**config.mk**
```make
export PLATFORM = sky130hd
export DESIGN_NAME = spi_bus_arb
export DESIGN_NICKNAME = d
export VERILOG_FILES = /design/src/rtl/spi_bus_arb_pkg.sv /design/src/rtl/spi_bus_arb_rr_arb3.sv /design/src/rtl/spi_bus_arb.sv
export SDC_FILE = /design/constraint.sdc
export NUM_CORES = 1
export LEC_CHECK = 0
export BUFFER_PORTS_ARGS = -buffer_cell sky130_fd_sc_hd__clkbuf_2
export CORE_MARGIN = 5
export CORE_UTILIZATION = 47
export CTS_CLUSTER_DIAMETER = 120
export DETAILED_ROUTE_END_ITERATION = 8
export PLACE_DENSITY = 0.8
export SKIP_CTS_REPAIR_TIMING = 1
export SYNTH_ARGS = -nofsm -noshare
export SYNTH_HDL_FRONTEND = slang
export SYNTH_SLANG_ARGS = --single-unit
```
**constraint.sdc**
```tcl
create_clock -name clk -period 2.8 [get_ports clk]
set_input_delay 0.28 -clock clk [delete_from_list [all_inputs] [get_ports clk]]
set_output_delay 0.28 -clock clk [all_outputs]
set_load 0.01 [all_outputs]
```
**src/rtl/spi_bus_arb_pkg.sv**
```systemverilog
// Shared definitions for the SPI bus arbiter: target codes, FSM states, response words.
// No logic of its own; latency not applicable.
// No flow control; constants and a pure decode helper only.
package spi_bus_arb_pkg;

  localparam int NREQ = 3;

  // Target codes carried in req_tgt, one per requester
  localparam logic [2:0] TGT_CH1  = 3'd0;
  localparam logic [2:0] TGT_CH2  = 3'd1;
  localparam logic [2:0] TGT_CH3  = 3'd2;
  localparam logic [2:0] TGT_TRIG = 3'd3;
  localparam logic [2:0] TGT_EEP  = 3'd4;

  // Response words returned when no real MISO data exists
  localparam logic [15:0] RSP_BAD = 16'h0000;
  localparam logic [15:0] RSP_TMO = 16'hFFFF;

  // All selects released
  localparam logic [4:0] SS_NONE = 5'h1F;

  typedef enum logic [2:0] {
    ST_IDLE,
    ST_SEL,
    ST_XFER,
    ST_DONE,
    ST_GAP
  } state_t;

  function automatic logic tgt_ok(input logic [2:0] tgt);
    return (tgt <= TGT_EEP);
  endfunction

  // Active-low one-cold select for a target; unknown codes select nothing
  function automatic logic [4:0] tgt_ssn(input logic [2:0] tgt);
    logic [4:0] s;
    case (tgt)
      TGT_CH1:  s = 5'b11110;
      TGT_CH2:  s = 5'b11101;
      TGT_CH3:  s = 5'b11011;
      TGT_TRIG: s = 5'b10111;
      TGT_EEP:  s = 5'b01111;
      default:  s = SS_NONE;
    endcase
    return s;
  endfunction

endpackage

```
**src/rtl/spi_bus_arb_rr_arb3.sv**
```systemverilog
// 3-way round-robin picker; search starts one past the last served requester.
// Winner is combinational from req_i; pointer moves one cycle after upd_i.
// No backpressure; caller decides when a pick is consumed via upd_i.
module rr_arb3
  import spi_bus_arb_pkg::*;
(
  input  logic       clk,
  input  logic       rst_n,
  input  logic [2:0] req_i,
  input  logic       upd_i,
  input  logic [1:0] upd_idx_i,
  output logic [2:0] win_o,
  output logic [1:0] win_idx_o
);

  logic [1:0] ptr_q, ptr_d;
  logic [2:0] sum;
  logic [1:0] cand;
  logic       found;

  // Next search start is the requester after the one just served
  always_comb begin
    ptr_d = ptr_q;
    if (upd_i) begin
      ptr_d = (upd_idx_i == 2'd2) ? 2'd0 : upd_idx_i + 2'd1;
    end
  end

  // Pointer register; reset gives requester 0 highest priority
  always_ff @(posedge clk or negedge rst_n) begin
    if (!rst_n) begin
      ptr_q <= 2'd0;
    end else begin
      ptr_q <= ptr_d;
    end
  end

  // Scan requesters starting at the pointer, first hit wins
  always_comb begin
    win_o     = 3'b000;
    win_idx_o = 2'd0;
    found     = 1'b0;
    sum       = 3'd0;
    cand      = 2'd0;
    for (int k = 0; k < NREQ; k++) begin
      sum = {1'b0, ptr_q} + 3'(k);
      if (sum > 3'd2) begin
        sum = sum - 3'd3;
      end
      cand = sum[1:0];
      if (!found && req_i[cand]) begin
        found       = 1'b1;
        win_o[cand] = 1'b1;
        win_idx_o   = cand;
      end
    end
  end

endmodule

```
**src/rtl/spi_bus_arb.sv**
```systemverilog
// Shares one SPI master among three requesters, one 16-bit transaction per grant.
// req in IDLE cycle N -> gnt N+1, ss_n/spi_wrt N+2; spi_done at M -> done/rsp M+1.
// Requesters wait on held req; transactions end on spi_done, timeout or bad target.
module spi_bus_arb
  import spi_bus_arb_pkg::*;
#(
  parameter int TMO_CYC = 4096,
  parameter int GAP_CYC = 2
) (
  input  logic        clk,
  input  logic        rst_n,
  input  logic [2:0]  req,
  input  logic [47:0] req_cmd,
  input  logic [8:0]  req_tgt,
  output logic [2:0]  gnt,
  output logic [2:0]  done,
  output logic [15:0] rsp,
  output logic        err,
  output logic        spi_wrt,
  output logic [15:0] spi_cmd,
  input  logic        spi_done,
  input  logic [15:0] spi_rd,
  output logic [4:0]  ss_n
);

  localparam int TW = (TMO_CYC > 1) ? $clog2(TMO_CYC) : 1;
  localparam int GW = $clog2(GAP_CYC + 1);
  localparam logic [TW-1:0] TMO_LAST = TW'(TMO_CYC - 1);
  localparam logic [GW-1:0] GAP_LAST = GW'(GAP_CYC - 1);

  state_t        state_q;
  logic [2:0]    gnt_q;
  logic [2:0]    done_q;
  logic [15:0]   rsp_q;
  logic          err_q;
  logic          spi_wrt_q;
  logic [15:0]   spi_cmd_q;
  logic [4:0]    ss_n_q;
  logic [1:0]    idx_q;
  logic [15:0]   cmd_q;
  logic [2:0]    tgt_q;
  logic [TW-1:0] tmo_cnt_q;
  logic [GW-1:0] gap_cnt_q;

  logic [2:0]    win_oh;
  logic [1:0]    win_idx;
  logic [15:0]   win_cmd;
  logic [2:0]    win_tgt;

  rr_arb3 u_arb (
    .clk       (clk),
    .rst_n     (rst_n),
    .req_i     (req),
    .upd_i     (state_q == ST_DONE),
    .upd_idx_i (idx_q),
    .win_o     (win_oh),
    .win_idx_o (win_idx)
  );

  // Pick the winner's command word and target out of the packed request buses
  always_comb begin
    win_cmd = req_cmd[15:0];
    win_tgt = req_tgt[2:0];
    case (win_idx)
      2'd1: begin
        win_cmd = req_cmd[31:16];
        win_tgt = req_tgt[5:3];
      end
      2'd2: begin
        win_cmd = req_cmd[47:32];
        win_tgt = req_tgt[8:6];
      end
      default: ;
    endcase
  end

  // Transaction sequencer with registered outputs; single-cycle pulses default low
  always_ff @(posedge clk or negedge rst_n) begin
    if (!rst_n) begin
      state_q   <= ST_IDLE;
      gnt_q     <= 3'b000;
      done_q    <= 3'b000;
      rsp_q     <= 16'h0000;
      err_q     <= 1'b0;
      spi_wrt_q <= 1'b0;
      spi_cmd_q <= 16'h0000;
      ss_n_q    <= SS_NONE;
      idx_q     <= 2'd0;
      cmd_q     <= 16'h0000;
      tgt_q     <= 3'd0;
      tmo_cnt_q <= '0;
      gap_cnt_q <= '0;
    end else begin
      spi_wrt_q <= 1'b0;
      done_q    <= 3'b000;
      err_q     <= 1'b0;
      case (state_q)
        ST_IDLE: begin
          if (|req) begin
            idx_q   <= win_idx;
            cmd_q   <= win_cmd;
            tgt_q   <= win_tgt;
            gnt_q   <= win_oh;
            state_q <= ST_SEL;
          end
        end
        ST_SEL: begin
          if (tgt_ok(tgt_q)) begin
            ss_n_q    <= tgt_ssn(tgt_q);
            spi_wrt_q <= 1'b1;
            spi_cmd_q <= cmd_q;
            tmo_cnt_q <= '0;
            state_q   <= ST_XFER;
          end else begin
            // Unknown target: never touch the bus, report the error straight away
            rsp_q   <= RSP_BAD;
            err_q   <= 1'b1;
            done_q  <= gnt_q;
            state_q <= ST_DONE;
          end
        end
        ST_XFER: begin
          if (spi_done) begin
            rsp_q   <= spi_rd;
            done_q  <= gnt_q;
            ss_n_q  <= SS_NONE;
            state_q <= ST_DONE;
          end else if (tmo_cnt_q == TMO_LAST) begin
            rsp_q   <= RSP_TMO;
            err_q   <= 1'b1;
            done_q  <= gnt_q;
            ss_n_q  <= SS_NONE;
            state_q <= ST_DONE;
          end else begin
            tmo_cnt_q <= tmo_cnt_q + TW'(1);
          end
        end
        ST_DONE: begin
          gnt_q     <= 3'b000;
          gap_cnt_q <= '0;
          state_q   <= ST_GAP;
        end
        ST_GAP: begin
          if (gap_cnt_q == GAP_LAST) begin
            state_q <= ST_IDLE;
          end else begin
            gap_cnt_q <= gap_cnt_q + GW'(1);
          end
        end
        default: state_q <= ST_IDLE;
      endcase
    end
  end

  assign gnt     = gnt_q;
  assign done    = done_q;
  assign rsp     = rsp_q;
  assign err     = err_q;
  assign spi_wrt = spi_wrt_q;
  assign spi_cmd = spi_cmd_q;
  assign ss_n    = ss_n_q;

endmodule

```
# Word level (Yosys, flattened, before mapping)
# Index checks and enable logic that the tools add are counted.
classes:
  n_lt_le_gt_ge: 10
  bitwise_logic: 2
  n_reduce_logical: 21
  eq_ne: 21
  muxes: 59
  addsub: 8
ops:
  columns: ["operator", "n"]
  rows:
  - ["16-bit case mux with 2 select lines", 2]
  - ["16-bit two-way mux", 3]
  - ["12-bit two-way mux", 3]
  - ["3-bit two-way mux", 11]
  - ["5-bit case mux with 5 select lines", 1]
  - ["12-bit case mux with 2 select lines", 1]
  - ["3-bit case mux with 2 select lines", 3]
  - ["2-bit two-way mux", 8]
  - ["5-bit two-way mux", 3]
  - ["3-bit case mux with 5 select lines", 1]
  - ["1-bit two-way mux", 14]
  - ["2-bit != test, second input constant", 7]
  - ["12-bit by 1-bit adder with 12-bit output, second input constant", 1]
  - ["12-bit == test, second input constant", 1]
  - ["3-bit by 2-bit == test with 1-bit output, second input constant", 4]
  - ["5-bit case mux with 2 select lines", 1]
  - ["2-bit by 3-bit less-than comparator with 1-bit output, second input constant", 3]
  - ["3-bit AND reduction", 3]
  - ["2-bit AND reduction", 4]
  - ["1-bit binary-select mux with 2-bit select", 3]
  - ["1-bit demux with 2-bit select", 3]
  - ["3-bit by 1-bit == test with 1-bit output, second input constant", 2]
  - ["3-bit == test, second input constant", 2]
  - ["2-bit by 1-bit >= comparator with 1-bit output, second input constant", 3]
  - ["19 further kinds", 34]
totals:
  elab_cells: 135
  output_inout_bits: 45
  ff_bits: 85
  inputBits: 79

# Longest topological paths before layout
# Gate-level depths: netlist of run 1.
depth:
  ltp_word: 13
  ltp_mapped: 14
  depth_no_buf: 12

# Hierarchy
# Synthesis of run 1 repeated with hierarchy kept, for this count alone.
hier_totals:
  cells_unflattened: 445
  hier_area_um2: 4362.9
modules_own_cells:
  columns: ["module", "area_each_um2", "n_inst", "seq_area_each_um2", "cells_each"]
  rows:
  - ["spi_bus_arb", 4010.1, 1, 2083.2, 401]
  - ["rr_arb3", 352.8, 1, 50.0, 44]

# Worst setup path before layout of run 1
# No wires, ideal clock.
synth_timing:
  path_type: "register to register"
  startpoint: "register u_arb.ptr_q[1]"
  endpoint: "register cmd_q[13]"
  path_buffers: 2
  slack_ps: -23
  t_required_ps: 2665
  path_stages_with_launch: 14
  synth_period_minus_slack_ps: 2823
  arrival_time_ps: 2687
  setup_ps: 135
  path_cell_list: "dfrtp_1 inv_1 ha_1 mux2i_1 o21ai_0 or2_2 o21bai_1 inv_1 ha_1 clkbuf_1 clkbuf_1 nor2_1 a21oi_1 o21ai_0"
synth_via:
  elab_chain_cells: 13
  word_cells_on_any_way: 29
  classes_between: "add/sub: 5; order compare: 3; eq/ne: 2; mux: 15; reduce/logical: 4"
synth_lines:
  columns: ["item", "line", "text"]
  rows:
  - ["start: declaration", "spi_bus_arb_rr_arb3.sv:16", "logic [1:0] ptr_q, ptr_d;"]
  - ["start signal: assignment", "spi_bus_arb_rr_arb3.sv:34", "ptr_q <= ptr_d;"]
  - ["parallel branches: the longest is 10 deep, another holds 2-bit by 1-bit adder with 3-bit output", null, null]
  - ["2-bit two-way mux *", "spi_bus_arb_rr_arb3.sv:51", "if (!found && req_i[cand]) begin"]
  - ["named net u_arb.win_idx_o[1]", "spi_bus_arb_rr_arb3.sv:13", "output logic [1:0] win_idx_o"]
  - ["2-bit == test / 2-bit by 1-bit == test with 1-bit output (equally long branches)", "spi_bus_arb.sv:64", "case (win_idx)"]
  - ["16-bit case mux with 2 select lines *", "spi_bus_arb.sv:64", null]
  - ["end signal: assignment", "spi_bus_arb.sv:101", "cmd_q <= win_cmd;"]
  - ["end: declaration", "spi_bus_arb.sv:40", "logic [15:0] cmd_q;"]
# Mark *: on every way through the listed nets, which the timed path passes. The select of a mux whose other input is x is not followed.
# A chain may end at the register's enable or synchronous reset.

# Worst setup path after layout of run 1
layout_timing:
  startpoint: "register u_arb.ptr_q[1]"
  endpoint: "register cmd_q[11]"
# Same word-level chain as after synthesis.

==> results.yml, run 1 <==
timing:
  worstMarginPinSlew_ns: 1.02
  timing.final.crit_share_pct: 99.9
  hold_slack_ns: 0.0839
  clock_skew_ns: 0.0118
  drv_slew: 0
  layout_min_cycle_time_ns: 2.80
  relSlewSlack_pct: 31.9
  rsz0062_at_grt: "yes"
  setup_ws_ns: 0.00357
  hold_violations: 0
  fmax_mhz: 358
  setup_viol: 0
floorplan:
  row_count: 34
  die_area_sq_um: 11100
  initial_utilization_pct: 48.5
  dieHeight_um: 105
  coreArea_sq_um: 8810
  die_w_um: 105
  ios: 124
placement:
  dp_hpwl_mm: 7.57
  port_buffers: 123
  gp_congestion: 0.818
  place_ws_ns: -0.265
worst_setup_path:
  crit_fanout: 19
  critPathSlowestCell: "dfrtp_1"
  slowest_delay_ns: 0.43
  crit_buf_inv: 3
  critPathTopFamily: "compound AO/OA/AOI/OAI gates"
  cp.required_ns: 3.02
  critPathKind: "reg -> reg"
  startpoint_type: "flip-flop"
  crit_path_end_kind: "flip-flop"
  arrival_ns: 3.01
  crit_chain: "inv_1 > ha_4 > mux2i_2 > o21ai_1 > or2_2 > o21bai_4 > inv_1 > ha_4 > buf_12 > nor2_1 > a21oi_1 > o21ai_0"
power:
  p_int_mw: 3.38
  combPwrFrac_pct: 51.9
  switching_share_pct: 44.1
  p_clk_share_pct: 13.1
  peakVddDrop_uv: 839
  powerDensity_nw_per_um2: 1160
  p_leak_nw: 2.54
  switching_power_mw: 2.66
  seqPwrFrac_pct: 35.0
global_routing:
  antenna_found_initial: 0
  track_usage_pct: 18.7
  grt_pass1_wl_mm: 17.2
  grt_pass1_vias: 3654
  grt-ovfl-total: 0
  grt_max_degree: 86
logic_synthesis:
  synthMuxAreaShare_pct: 1.64
  syn_inst: 466
  postSynthAreaPerCell_sq_um: 9.17
  ys_seq_area_share_pct: 49.9
  async_reset_ff_share_pct: 100
  synth_edf_count: 0
  synth.distinct_cells: 55
  synth-simple-area-share_pct: 19.6
  synth_top_family_by_area: "compound AO/OA/AOI/OAI gates"
  synth_warnings: 0
  syn_nets: 553
  synth_area_sq_um: 4270
  synth-compound-area-share_pct: 20.8
  synthFlopType: "dfrtp_1"
  synth_xor_area_share_pct: 0.615
  ys_seq_elements: 85
  synth_fa_ha_area_share_pct: 2.34
finish:
  regArea_sq_um: 2130
  drive_gt1_share_pct: 31.4
  antenna_cells: 0
  multi_input_area_sq_um: 2000
  fin_util_pct: 59.1
  fillers: 742
  fin_nets: 664
  area_growth_pct: 21.7
cts:
  ctsLongestPathBuffers: 2
  cts_sinks: 85
  path_clk_slew_ns: 0.09
  ctsHtreeMaxLevel: 3
  cts_tree: "done"
  clk_latency_ns: 0.36
  cts-root-buf: "clkbuf_8"
  numCtsBuffers: 9
routing:
  ant_nets: 0
  num_vias: 3783
  wl_per_cell_um: 15.3
  maxUsedRoutingLayer: "met4"
  drt-initial-drc-count: 207
  via_per_inst: 5.48
  wl_met1_mm: 4.66
  wl_met2_mm: 5.07
  drc: 0
  dr_wl_met3_um: 636
  wirelength_mm: 10.5
  first_pass_iters: 5
run_status:
  outcome: "finished clean"
worst_hold_path:
  hold_path_class: "in -> async"
flow_run:
  max_cap_violations: 0
-- worst register-to-register path, cell delays in order, from the launching register on --
cell      delay (ns)
dfrtp_1         0.43
inv_1           0.16
ha_4            0.19
mux2i_2         0.29
o21ai_1         0.18
or2_2           0.37
o21bai_4        0.17
inv_1           0.10
ha_4            0.32
buf_12          0.15
nor2_1          0.05
a21oi_1         0.16
o21ai_0         0.09
-- final timing paths --
check | start | to | slack, ns | cells after the start
setup / recovery | u_arb.ptr_q[1]$_DFFE_PN0P_ | cmd_q[11]$_DFFE_PN0P_ | 0.004 | 12
hold reg to reg | cmd_q[3]$_DFFE_PN0P_ | spi_cmd[3]$_DFFE_PN0P_ | 0.47 | 2
hold / removal | rst_n | rsp[15]$_DFFE_PN0P_ | 0.08 | 1
setup reg to reg | u_arb.ptr_q[1]$_DFFE_PN0P_ | cmd_q[11]$_DFFE_PN0P_ | 0.004 | 12
max in group asynchronous | rst_n | u_arb.ptr_q[0]$_DFFE_PN0P_ | 2.00 | 1
min in group clk | req_cmd[1] | cmd_q[1]$_DFFE_PN0P_ | 0.20 | 3
-- state kept, by name, summed over array words and instances, names as in the netlist --
register and flops:
cmd_q 16, rsp 16, spi_cmd 16, tmo_cnt_q 12, ss_n 5, done 3, gnt 3, state_q 3
tgt_q 3, gap_cnt_q 2, idx_q 2, u_arb.ptr_q 2, err 1, spi_wrt 1
-- cell usage in the layout (no fill, tap or decap), types with 10 or more instances in the layout --
cell type	count
clkbuf_2	122
nand2_1	107
dfrtp_1	79
o21ai_0	34
nor2_1	30
a21oi_1	25
a22oi_1	19
nand3_1	14
inv_1	11
o21ai_1	11
o22ai_2	10
-- cell type report --
type	count	area share (%)
flip-flops and latches	85	41.0
multi-input cells	338	38.4
repair buffers	131	13.6
well taps	108	2.60
clock buffers	9	2.38
clock inverters	7	1.08
inverters	12	0.866
-- power by group through the flow --
| stage | clock network, mW | logic [mW] | registers [mW] |
|---|---|---|---|
| 3_5_place_dp | 0 | 2.82 | 2.13 |
| 4_1_cts | 0.813 | 2.83 | 2.10 |
| 6_report | 0.793 | 3.14 | 2.12 |
| 2_1_floorplan | 0 | 1.98 | 2.11 |
| 3_3_place_gp | 0 | 2.71 | 2.09 |
| 5_1_grt | 0.860 | 3.50 | 2.18 |
-- cells in the mapped netlist, drive strengths merged (2+ instances only) --
cell type	count	area share, %
nor3b	2	0.35
a22oi	19	3.3
nor2	32	3.0
a21oi	27	3.2
nand2b	3	0.44
o22ai	18	4.1
inv	11	0.97
xor2	2	0.41
and3	3	0.44
buf	14	2.5
o31ai	5	0.88
a221o	2	0.47
a211oi	3	0.53
o21a	3	0.53
mux2i	7	1.6
ha	8	2.3
o211ai	3	0.53
nand3	14	1.6
o21ai	46	5.5
or2	2	0.29
or3b	2	0.53
nand4	3	0.44
nand2	108	9.5
dfstp	5	3.1
nand3b	2	0.35
or3	3	0.44
clkbuf	17	1.5
nor3	5	0.59
dfrtp	80	47
and4	2	0.47
-- per-layer routing --
layer  vias to the layer above  GRT usage, %
met5                         -             0
met4                         0          6.19
met3                        11          4.22
met2                       127          30.0
met1                      1785          25.1
li1                       1860             -
-- per-stage QoR --
stage | cell area, sq um | total power [mW] | std cells | setup TNS, ns
global route | 5200 | 6.54 | 690 | -1.38
floorplan | 4270 | 4.09 | 466 | 0
finish | 5200 | 6.05 | 690 | 0
CTS | 5090 | 5.74 | 688 | -5.93
detailed placement | 4910 | 4.94 | 672 | -4.19
global placement | 4910 | 4.80 | 672 | -0.158
-- cell families (layout without fill, tap and decap cells) --
group / count (synthesis) / after routing
AOI/OAI and AO/OA: 135 / 135
xor gates and xnor gates: 3 / 3
adders and majority gates: 8 / 8
buffers and inverters: 43 / 159
DFF: 85 / 85
muxes: 7 / 7
and+or+nand+nor: 185 / 185
Power figures use the tool's default switching activity.
==> run 2, diff against run 1 <==
--- a/config.mk
+++ b/config.mk
@@ -11,6 +11,7 @@
 export CTS_CLUSTER_DIAMETER = 120
 export DETAILED_ROUTE_END_ITERATION = 8
 export PLACE_DENSITY = 0.8
+export REMOVE_ABC_BUFFERS = 1
 export SKIP_CTS_REPAIR_TIMING = 1
 export SYNTH_ARGS = -nofsm -noshare
 export SYNTH_HDL_FRONTEND = slang
==> results.yml, run 2 (synthesis results as in run 1) <==
power:
  p_leak_nw: 2.56
  powerDensity_nw_per_um2: 1170
  finalPower_mw: 6.09
  switching_share_pct: 44.6
  peakVddDrop_uv: 624
  seqPwrFrac_pct: 34.5
  p_int_mw: 3.37
  combPwrFrac_pct: 52.1
  switching_power_mw: 2.72
  p_clk_share_pct: 13.4
run_status:
  violations: "negative setup slack"
  outcome: "complete, but fails checks"
timing:
  setup_viol: 1
  fmax_mhz: 357
  layout_min_cycle_time_ns: 2.80
  drv_slew: 0
  worstMarginPinSlew_ns: 1.05
  clock_skew_ns: 0.0141
  hold_violations: 0
  relSlewSlack_pct: 29.6
  timing.final.crit_share_pct: 100
  setup_ws_ns: -0.00480
finish:
  final_common_cell: "clkbuf_2"
  fillers: 748
  post-route-cell-area_sq_um: 5220
  antenna_cells: 0
  fin_nets: 666
  mostFrequentLayoutCells: "clkbuf_2 (122), nand2_1 (107), dfrtp_1 (78), o21ai_0 (33), nor2_1 (30)"
  area_growth_pct: 22.1
  drive_gt1_share_pct: 31.8
  fin_cells: 692
routing:
  wl_per_cell_um: 15.5
  num_vias: 3765
  ant_nets: 0
  drt-initial-drc-count: 149
  via_per_inst: 5.44
  wirelength_mm: 10.7
  first_pass_iters: 6
  drc: 0
cts:
  cts-root-buf: "clkbuf_8"
  ctsLongestPathBuffers: 2
  ctsHtreeMaxLevel: 3
  cts_sinks: 85
  clk_latency_ns: 0.37
  numCtsBuffers: 9
  cts_tree: "done"
  path_clk_slew_ns: 0.09
global_routing:
  grt_pass1_vias: 3655
  grt-ovfl-total: 0
  antenna_found_initial: 0
  grt_pass1_wl_mm: 17.2
  track_usage_pct: 18.6
  grt_max_degree: 86
worst_setup_path:
  startpoint_type: "flip-flop"
  startpoint: "u_arb.ptr_q[1]$_DFFE_PN0P_"
  cp.required_ns: 3.03
  arrival_ns: 3.03
  crit_fanout: 19
  crit_path_end_kind: "flip-flop"
  r2r_setup_slack_ns: -0.005
  r2r_start: "u_arb.ptr_q[1]$_DFFE_PN0P_"
  regToRegEndpoint: "cmd_q[1]$_DFFE_PN0P_"
  reg2regPathDepth: 12
  endpoint: "cmd_q[1]$_DFFE_PN0P_"
  critPathKind: "reg -> reg"
flow_run:
  max_cap_violations: 0
floorplan:
  die_w_um: 105
  coreArea_sq_um: 8810
  ios: 124
  dieHeight_um: 105
  row_count: 34
  die_area_sq_um: 11100
  initial_utilization_pct: 48.5
worst_hold_path:
  hold_path_class: "in -> async"
placement:
  gp_congestion: 0.805
  place_ws_ns: -0.212
  place_area_sq_um: 4920
  dp_cells: 673
  port_buffers: 123
  dp_hpwl_mm: 7.38
==> run 2: cell types whose count changed in the layout (fill, tap and decap cells not counted), moves of 2 or more <==
cell | before | now
a21oi_1 | 25 | 27
buf_4 | 7 | 9
clkinvlp_4 | 4 | 2
clkinv_4 | 0 | 3
a21oi_2 | 2 | 0
==> run 2: layout make-up <==
type	count	area, sq um	share of cell area, %
clock buffer	9	124	2.37
clock inverter	7	58.8	1.13
inverter	12	45.0	0.863
multi-input combinational	338	2000	38.2
sequential	85	2140	40.9
tap	108	135	2.59
timing repair buffer	133	723	13.9
==> run 2: worst max-delay path, stage by stage, from the launching register on <==
cell,delay (ns)
dfrtp_2,0.45
inv_2,0.11
ha_4,0.17
mux2i_1,0.31
o21ai_1,0.17
or2_2,0.36
o21bai_4,0.18
inv_1,0.07
ha_2,0.39
buf_12,0.16
nor2_1,0.06
a21oi_1,0.13
o21ai_0,0.10
==> run 2: power by group through the flow <==
stage,combinational [mW],clock (mW),sequential [mW]
2_1_floorplan,1.76,0,2.16
3_3_place_gp,2.73,0,2.09
3_5_place_dp,2.85,0,2.11
4_1_cts,2.85,0.829,2.09
5_1_grt,3.55,0.878,2.17
6_report,3.18,0.817,2.10
==> run 2: how the worst min path moves through the flow <==
stage	end	cells past startpoint	start
3_3_place_gp	spi_cmd[5]$_DFFE_PN0P_	2	cmd_q[5]$_DFFE_PN0P_
4_1_cts	rsp[7]$_DFFE_PN0P_	1	rst_n
2_1_floorplan	cmd_q[0]$_DFFE_PN0P_	0	rst_n
6_report	rsp[11]$_DFFE_PN0P_	1	rst_n
3_5_place_dp	spi_cmd[9]$_DFFE_PN0P_	2	cmd_q[9]$_DFFE_PN0P_
5_1_grt	rsp[11]$_DFFE_PN0P_	1	rst_n
==> run 2: metrics by stage <==
step                      hold slack [ns]  TNS (ns)  utilization (%)
after detailed placement            0.456     -3.23             55.9
after floorplan                   -0.0156     -1.50                -
after CTS                           0.136     -3.66             57.9
after global placement              0.446    -0.444             55.9
after global routing                0.189     -2.09             59.2
final                              0.0921  -0.00480             59.2
==> run 2: per-layer routing <==
metal / GRT usage [%] / vias to the layer above / part of all wire (%) / wire length [um]
met5: 0 / - / 0 / 0
met4: 4.78 / 0 / 0.74 / 79
met3: 4.71 / 8 / 6.1 / 652
met2: 29.6 / 127 / 48 / 5110
met1: 25.7 / 1768 / 46 / 4880
li1: - / 1862 / - / -
